`config.mk`:
```
export PLATFORM = sky130hd
export DESIGN_NAME = pc_offset_unit_flat
export DESIGN_NICKNAME = d
export VERILOG_FILES = /design/src/rtl/pc_offset_unit_if.sv /design/src/rtl/pc_offset_unit.sv /design/src/flat_wrapper.sv
export SDC_FILE = /design/constraint.sdc
export NUM_CORES = 1
export LEC_CHECK = 0
export ABC_AREA = 1
export CORE_ASPECT_RATIO = 0.6
export CORE_MARGIN = 2
export CORE_UTILIZATION = 41
export CTS_CLUSTER_DIAMETER = 120
export CTS_CLUSTER_SIZE = 14
export DETAILED_ROUTE_END_ITERATION = 10
export HOLD_SLACK_MARGIN = 0.05
export PLACE_DENSITY = 0.75
export SYNTH_ARGS = -nofsm -noshare
export SYNTH_HDL_FRONTEND = slang
export SYNTH_SLANG_ARGS = --single-unit
```
`constraint.sdc`:
```
create_clock -name clk -period 1.4 [get_ports clk]
set_clock_uncertainty 0.15 [all_clocks]
set_input_delay 0.28 -clock clk [delete_from_list [all_inputs] [get_ports clk]]
set_output_delay 0.28 -clock clk [all_outputs]
set_load 0.005 [all_outputs]
```
`src/rtl/pc_offset_unit_if.sv`:
```
// pc_offset_unit_if: decoder-side control and PC/offset results for pc_offset_unit
interface pc_offset_unit_if #(parameter int IMM_W = 2, parameter int ADDR_W = 8);
  logic en, branch, load, halt;
  logic [IMM_W-1:0] imm;
  logic [ADDR_W-1:0] load_addr, pc, offset;
  logic pc_valid, halted, wrap;
  modport master (output en, branch, imm, load, load_addr, halt,
                  input pc, offset, pc_valid, halted, wrap);
  modport slave (input en, branch, imm, load, load_addr, halt,
                 output pc, offset, pc_valid, halted, wrap);
endinterface

```
`src/rtl/pc_offset_unit.sv`:
```
// pc_offset_unit: program counter with registered sign-extended branch offset and BOOT/RUN/HALT sequencing
// Optional sticky wrap-around flag enabled by defining PC_WRAP_FLAG_EN.
module pc_offset_unit #(
  parameter int IMM_W = 2,
  parameter int ADDR_W = 8,
  parameter logic [ADDR_W-1:0] RESET_PC = '0
) (
  input logic clk,
  input logic rst_n,
  pc_offset_unit_if.slave bus
);
`ifdef PC_WRAP_FLAG_EN
  localparam int SW = ADDR_W + 2;
`else
  localparam int SW = ADDR_W;
`endif
  typedef enum logic [1:0] {BOOT, RUN, HALT} state_t;
  state_t r_state, w_state_nxt;
  logic [ADDR_W-1:0] r_pc, r_offset, w_pc_nxt;
  logic [SW-1:0] w_sum;
  logic w_run, w_hlt;
  // Two guard bits make the sum signed-exact, so any set guard bit means wrap
  assign w_sum = SW'(r_pc) + SW'(1) + (bus.branch ? SW'($signed(bus.imm)) : SW'(0));
  assign w_run = r_state == RUN;
  assign w_hlt = r_state == HALT;
  always_comb begin
    w_pc_nxt = (w_run && bus.en) ? (bus.load ? bus.load_addr : w_sum[ADDR_W-1:0]) :
               (w_hlt && bus.load) ? bus.load_addr : r_pc;
    w_state_nxt = w_run ? (bus.halt ? HALT : RUN) :
                  w_hlt ? ((bus.load || !bus.halt) ? RUN : HALT) : RUN;
  end
  always_ff @(posedge clk or negedge rst_n) begin
    if (!rst_n) begin
      r_state <= BOOT;
      r_pc <= RESET_PC;
      r_offset <= '0;
    end else begin
      r_state <= w_state_nxt;
      r_pc <= w_pc_nxt;
      if (bus.en) r_offset <= ADDR_W'($signed(bus.imm));
    end
  end
`ifdef PC_WRAP_FLAG_EN
  logic r_wrap;
  always_ff @(posedge clk or negedge rst_n) begin
    if (!rst_n) r_wrap <= 1'b0;
    else if (w_run && bus.en) r_wrap <= bus.load ? 1'b0 : (r_wrap | (|w_sum[SW-1:ADDR_W]));
    else if (w_hlt && bus.load) r_wrap <= 1'b0;
  end
  assign bus.wrap = r_wrap;
`else
  assign bus.wrap = 1'b0;
`endif
  assign bus.pc = r_pc;
  assign bus.offset = r_offset;
  assign bus.pc_valid = w_run;
  assign bus.halted = w_hlt;
endmodule

```
`src/flat_wrapper.sv`:
```
// flat-port wrapper written by rule: the top's interface ports become plain ports
module pc_offset_unit_flat 
#(
  parameter int IMM_W = 2,
  parameter int ADDR_W = 8,
  parameter logic [ADDR_W-1:0] RESET_PC = '0
)
  (clk, rst_n, bus_en, bus_branch, bus_imm, bus_load, bus_load_addr, bus_halt, bus_pc, bus_offset, bus_pc_valid, bus_halted, bus_wrap);
  pc_offset_unit_if #(.IMM_W(IMM_W), .ADDR_W(ADDR_W)) bus_i ();
  input logic clk;
  input logic rst_n;
  input wire logic [$bits(bus_i.en)-1:0] bus_en;
  input wire logic [$bits(bus_i.branch)-1:0] bus_branch;
  input wire logic [$bits(bus_i.imm)-1:0] bus_imm;
  input wire logic [$bits(bus_i.load)-1:0] bus_load;
  input wire logic [$bits(bus_i.load_addr)-1:0] bus_load_addr;
  input wire logic [$bits(bus_i.halt)-1:0] bus_halt;
  output wire logic [$bits(bus_i.pc)-1:0] bus_pc;
  output wire logic [$bits(bus_i.offset)-1:0] bus_offset;
  output wire logic [$bits(bus_i.pc_valid)-1:0] bus_pc_valid;
  output wire logic [$bits(bus_i.halted)-1:0] bus_halted;
  output wire logic [$bits(bus_i.wrap)-1:0] bus_wrap;
  assign bus_i.en = bus_en;
  assign bus_i.branch = bus_branch;
  assign bus_i.imm = bus_imm;
  assign bus_i.load = bus_load;
  assign bus_i.load_addr = bus_load_addr;
  assign bus_i.halt = bus_halt;
  assign bus_pc = bus_i.pc;
  assign bus_offset = bus_i.offset;
  assign bus_pc_valid = bus_i.pc_valid;
  assign bus_halted = bus_i.halted;
  assign bus_wrap = bus_i.wrap;
  pc_offset_unit #(.IMM_W(IMM_W), .ADDR_W(ADDR_W), .RESET_PC(RESET_PC)) u_core (.clk(clk), .rst_n(rst_n), .bus(bus_i));
endmodule
```
# [After elaboration in Yosys (flattened, before gate mapping)]
# Index checks and enable logic that the tools add are counted.
[word_totals] reg_bits=12 elab_cells=20
[classes] n_addsub=2 n_eq_ne=2 mux=8 reduce_logical=5
[op_table] operator="two-way mux 8 bit" n=4
[op_table] operator="adder 8 x 1 -> 8 bit (second input constant)" n=1
[op_table] operator="adder 8 bit" n=1
[op_table] operator="two-way mux 2 bit" n=4
[op_table] operator="equality test 2 x 1 -> 1 bit (second input constant)" n=1
[op_table] operator="equality test 2 bit (second input constant)" n=1
[op_table] operator="logical AND 1 bit" n=2
[op_table] operator="nonzero test 2 bit" n=1
[op_table] operator="logical NOT 1 bit" n=1
[op_table] operator="logical OR 1 bit" n=1

# [Depth between registers and ports, before layout]
[logic_depth] depth_word=5 ltp_mapped=14

# [Least setup slack after synthesis]
# No wires, ideal clock.
[synth_timing] path_kind="input port to flip-flop" from="input port bus_branch" to="register u_core.r_pc[4] (netlist: u_core.bus.pc[4])" setup_time_ps=129 arrival_time_ps=1316 t_required_ps=1121 slack_ps=-195 cell_stages=12 n_path_buf=1 path_cell_list="buf_6 nand2_8 nand2_2 nand2_2 inv_1 ha_1 inv_1 nand2_1 nand2_1 nand3_1 a21oi_1 o22ai_1"
[synth_via] elab_chain_len=4
[synth_rtl] item="start, declared" line="flat_wrapper.sv:13" rtl="input wire logic [$bits(bus_i.branch)-1:0] bus_branch;"
[synth_rtl] item="two-way mux 8 bit" line="pc_offset_unit.sv:23" rtl="assign w_sum = SW'(r_pc) + SW'(1) + (bus.branch ? SW'($signed(bus.imm)) : SW'(0));"
[synth_rtl] item="adder 8 bit" line="pc_offset_unit.sv:23"
[synth_rtl] item="two-way mux 8 bit (2 in a row)" line="pc_offset_unit.sv:27" rtl="w_pc_nxt = (w_run && bus.en) ? (bus.load ? bus.load_addr : w_sum[ADDR_W-1:0]) :"
[synth_rtl] item="end signal, assigned" line="pc_offset_unit.sv:39" rtl="r_pc <= w_pc_nxt;"
[synth_rtl] item="end, declared" line="pc_offset_unit.sv:19" rtl="logic [ADDR_W-1:0] r_pc, r_offset, w_pc_nxt;"
# No other way between the ends.
# A chain may end at the register's enable or synchronous reset.

# [Final worst setup path]
[layout_timing] from="input port bus_imm[1]" to="register u_core.r_pc[6] (netlist: u_core.bus.pc[6])"
[layout_via] elab_chain_len=4
[layout_rtl] item="start, declared" line="flat_wrapper.sv:14" rtl="input wire logic [$bits(bus_i.imm)-1:0] bus_imm;"
[layout_rtl] item="two-way mux 8 bit" line="pc_offset_unit.sv:23"
[layout_rtl] item="adder 8 bit" line="pc_offset_unit.sv:23"
[layout_rtl] item="two-way mux 8 bit (2 in a row)" line="pc_offset_unit.sv:27"
# No other way between the ends.

==> impl_metrics.env <==
export IMPL_synth_area_per_cell_um2=7.01
export IMPL_status="finished, violations left"
export IMPL_violations="setup timing"
export IMPL_layout_drive_gt1_share_pct=50.5
export IMPL_crit_fanout=5
export IMPL_htreeDepth=1
export IMPL_grt_pass1_vias=1332
export IMPL_finalCritPeriodShare_pct=120
export IMPL_whs_ns=0.185
export IMPL_antenna_left=0
export IMPL_hold_violations=0
export IMPL_rows=14
export IMPL_initialDrtViolationCount=85
export IMPL_p_leak_nw=0.948
export IMPL_grt_remaining_overflow=0
export IMPL_end_kind="register"
export IMPL_fmax_ghz=0.597
export IMPL_io_pins=35
export IMPL_grt_max_degree=13
export IMPL_yosysSeqAreaShare_pct=27.6
export IMPL_nets=241
export IMPL_setup_tns_ns=-1.04
export IMPL_first_pass_iters=4
export IMPL_start_util_pct=43.4
export IMPL_cts_hold_buf=0
export IMPL_track_usage_pct=25.7
export IMPL_start_kind="input pin"
export IMPL_power_density_nw_per_um2=1360
export IMPL_min_path_type="input pin to asynchronous set/reset pin"
export IMPL_die_x_um=70.4
export IMPL_syn_inst=155
export IMPL_setup_violations_final=7
export IMPL_grt_pass1_wl_um=6070
export IMPL_utilization_pct=74.1
export IMPL_yosysWarnings=0
export IMPL_worstSetupPathType="input pin to register"
export IMPL_gp_congestion=0.947
export IMPL_cp_required_ns=1.39
export IMPL_netlist_area_um2=1090
export IMPL_vdd_drop_max_mv=0.789
export IMPL_place_port_buffers=33
export IMPL_clockBufferDepth=2
export IMPL_ys_types=28
export IMPL_antenna_found_initial=0
export IMPL_r2r_setup_slack_ns=-0.26
export IMPL_drc=0
export IMPL_routed_wl_um=3840
export IMPL_synth_seq_cells=12
export IMPL_root_buffer="clkbuf_8"
export IMPL_clk_latency_ns=0.25
export IMPL_fin_crit_ns=1.68
export IMPL_synth_nets=173
export IMPL_fin_ws_ns=-0.276
export IMPL_power_mw=2.52
export IMPL_die_h_um=43.9
export IMPL_area_growth_syn_to_layout_pct=70.9
export IMPL_vias_per_cell=5.15
export IMPL_wl_per_cell_um=15.1
export IMPL_drv_slew=0
export IMPL_clock_sinks=12
export IMPL_place_hpwl_um=2440
export IMPL_core_um2=2500
export IMPL_rsz0062_at_grt="true"
export IMPL_cts_tree="yes"
export IMPL_cts_made_buffers=3
export IMPL_maxCapViolations=0
export IMPL_diodes=0
export IMPL_via_count=1308
export IMPL_clkSlewWorstSetupHoldPaths_ns=0.06
export IMPL_cp_arrival_ns=1.66
export IMPL_dieArea_um2=3090
## layout make-up
cell class                 count  area, um^2
tap                           32        40.0
clock buffer                   4        55.1
timing repair buffer          72         609
sequential                    12         304
fill                         188         649
inverter                      26         103
multi-input combinational    108         744
## synth_stat cells (all sizes together)
cell / n / share of area, %
mux2: 2 / 2.1
inv: 26 / 9.2
o22ai: 3 / 1.7
xor2: 1 / 0.81
dfrtp: 12 / 28
buf: 9 / 6.9
conb: 1 / 0.35
ha: 2 / 2.3
nand4: 1 / 0.58
o21ai: 10 / 6.0
xnor2: 1 / 0.81
a21oi: 2 / 0.92
nor2: 15 / 6.6
nand2: 50 / 23
nand3: 19 / 10
or2: 1 / 0.58
## final timing paths
path / from / cells past startpoint / end
setup / recovery: bus_imm[1] / 11 / u_core.bus.pc[6]
hold / removal: rst_n / 2 / u_core.bus.pc[4]
setup reg to reg: u_core.bus.pc[3] / 9 / u_core.bus.pc[6]
hold reg to reg: u_core.bus.offset[0] / 1 / u_core.bus.offset[0]
max in group asynchronous: rst_n / 2 / u_core.bus.offset[1]
min in group clk: u_core.bus.offset[0] / 1 / u_core.bus.offset[0]
## through the flow
step           instance area (um^2)  worst slack (ns)  cells
6_report                       1860            -0.276    254
5_1_grt                        1860            -0.385    254
4_1_cts                        1820            -0.182    252
3_5_place_dp                   1650            -0.725    238
3_3_place_gp                   1650            -0.681    238
2_1_floorplan                  1150            -0.118    155
## worst max-delay path: stages
cell and delay, ns:
dlygate4sd2_1 0.24, buf_6 0.14, buf_4 0.14, nand3_4 0.08, nand2_1 0.12, nor2_2 0.16, nand4_1 0.15, nand3_1 0.12
nand3_1 0.11, nand2_1 0.08, nand2_1 0.05
## sequential cells by signal (all words and copies together) (netlist names)
signal,flops
u_core.bus.offset,2
u_core.bus.pc,8
u_core.r_state,2
## logic make-up after synthesis
group / after synthesis / share of synthesized area (%)
simple gates: 86 / 41.2
buf+inv: 35 / 16.1
compound gates: 15 / 8.64
flops: 12 / 27.6
fa+ha+maj: 2 / 2.30
xor+xnor: 2 / 1.61
mux: 2 / 2.07
other cells: 1 / 0.345
## layer usage
metal / vias up / share of wire [%] / GRT usage, %
li1: 618 / - / -
met1: 622 / 42 / 30.2
met2: 56 / 51 / 45.3
met3: 12 / 5.0 / 6.05
met4: 0 / 2.3 / 12.3
met5: - / 0 / 0
## layout by cell type, fill, tap and decap left out, types with 2 or more instances in the layout
master            n
buf_4            33
nand2_4           7
nor2_2            4
nand3_2           9
dlygate4sd2_1     9
nand3_1           8
nand2_1          27
inv_2            10
clkdlybuf4s15_1   4
clkbuf_2          4
ha_4              2
clkdlybuf4s50_1  12
o22ai_1           3
o21ai_0           5
nand2_2          15
buf_2             3
nor2_1           10
a21oi_1           2
o21ai_1           2
o21ai_4           2
mux2_2            2
buf_6             6
dfrtp_2           3
nand3_4           2
clkbuf_8          4
dfrtp_1           9
inv_4             2
inv_1            14
## report_power, final
group          total, mW  switching, mW  leakage (nW)  internal (mW)
clock network      0.396          0.147        0.0288          0.249
logic               1.58          0.808         0.781          0.770
registers          0.546         0.0966         0.139          0.449
## timing repair
| item | CTS | global route |
|---|---|---|
| resized for setup | 57 | 21 |
| pin swaps | 13 | 23 |
| setup endpoints to repair | 26 | 17 |
| hold endpoints to repair | 0 | 0 |
| setup buffers | 10 | 2 |
(Power assumes the default switching activity.)
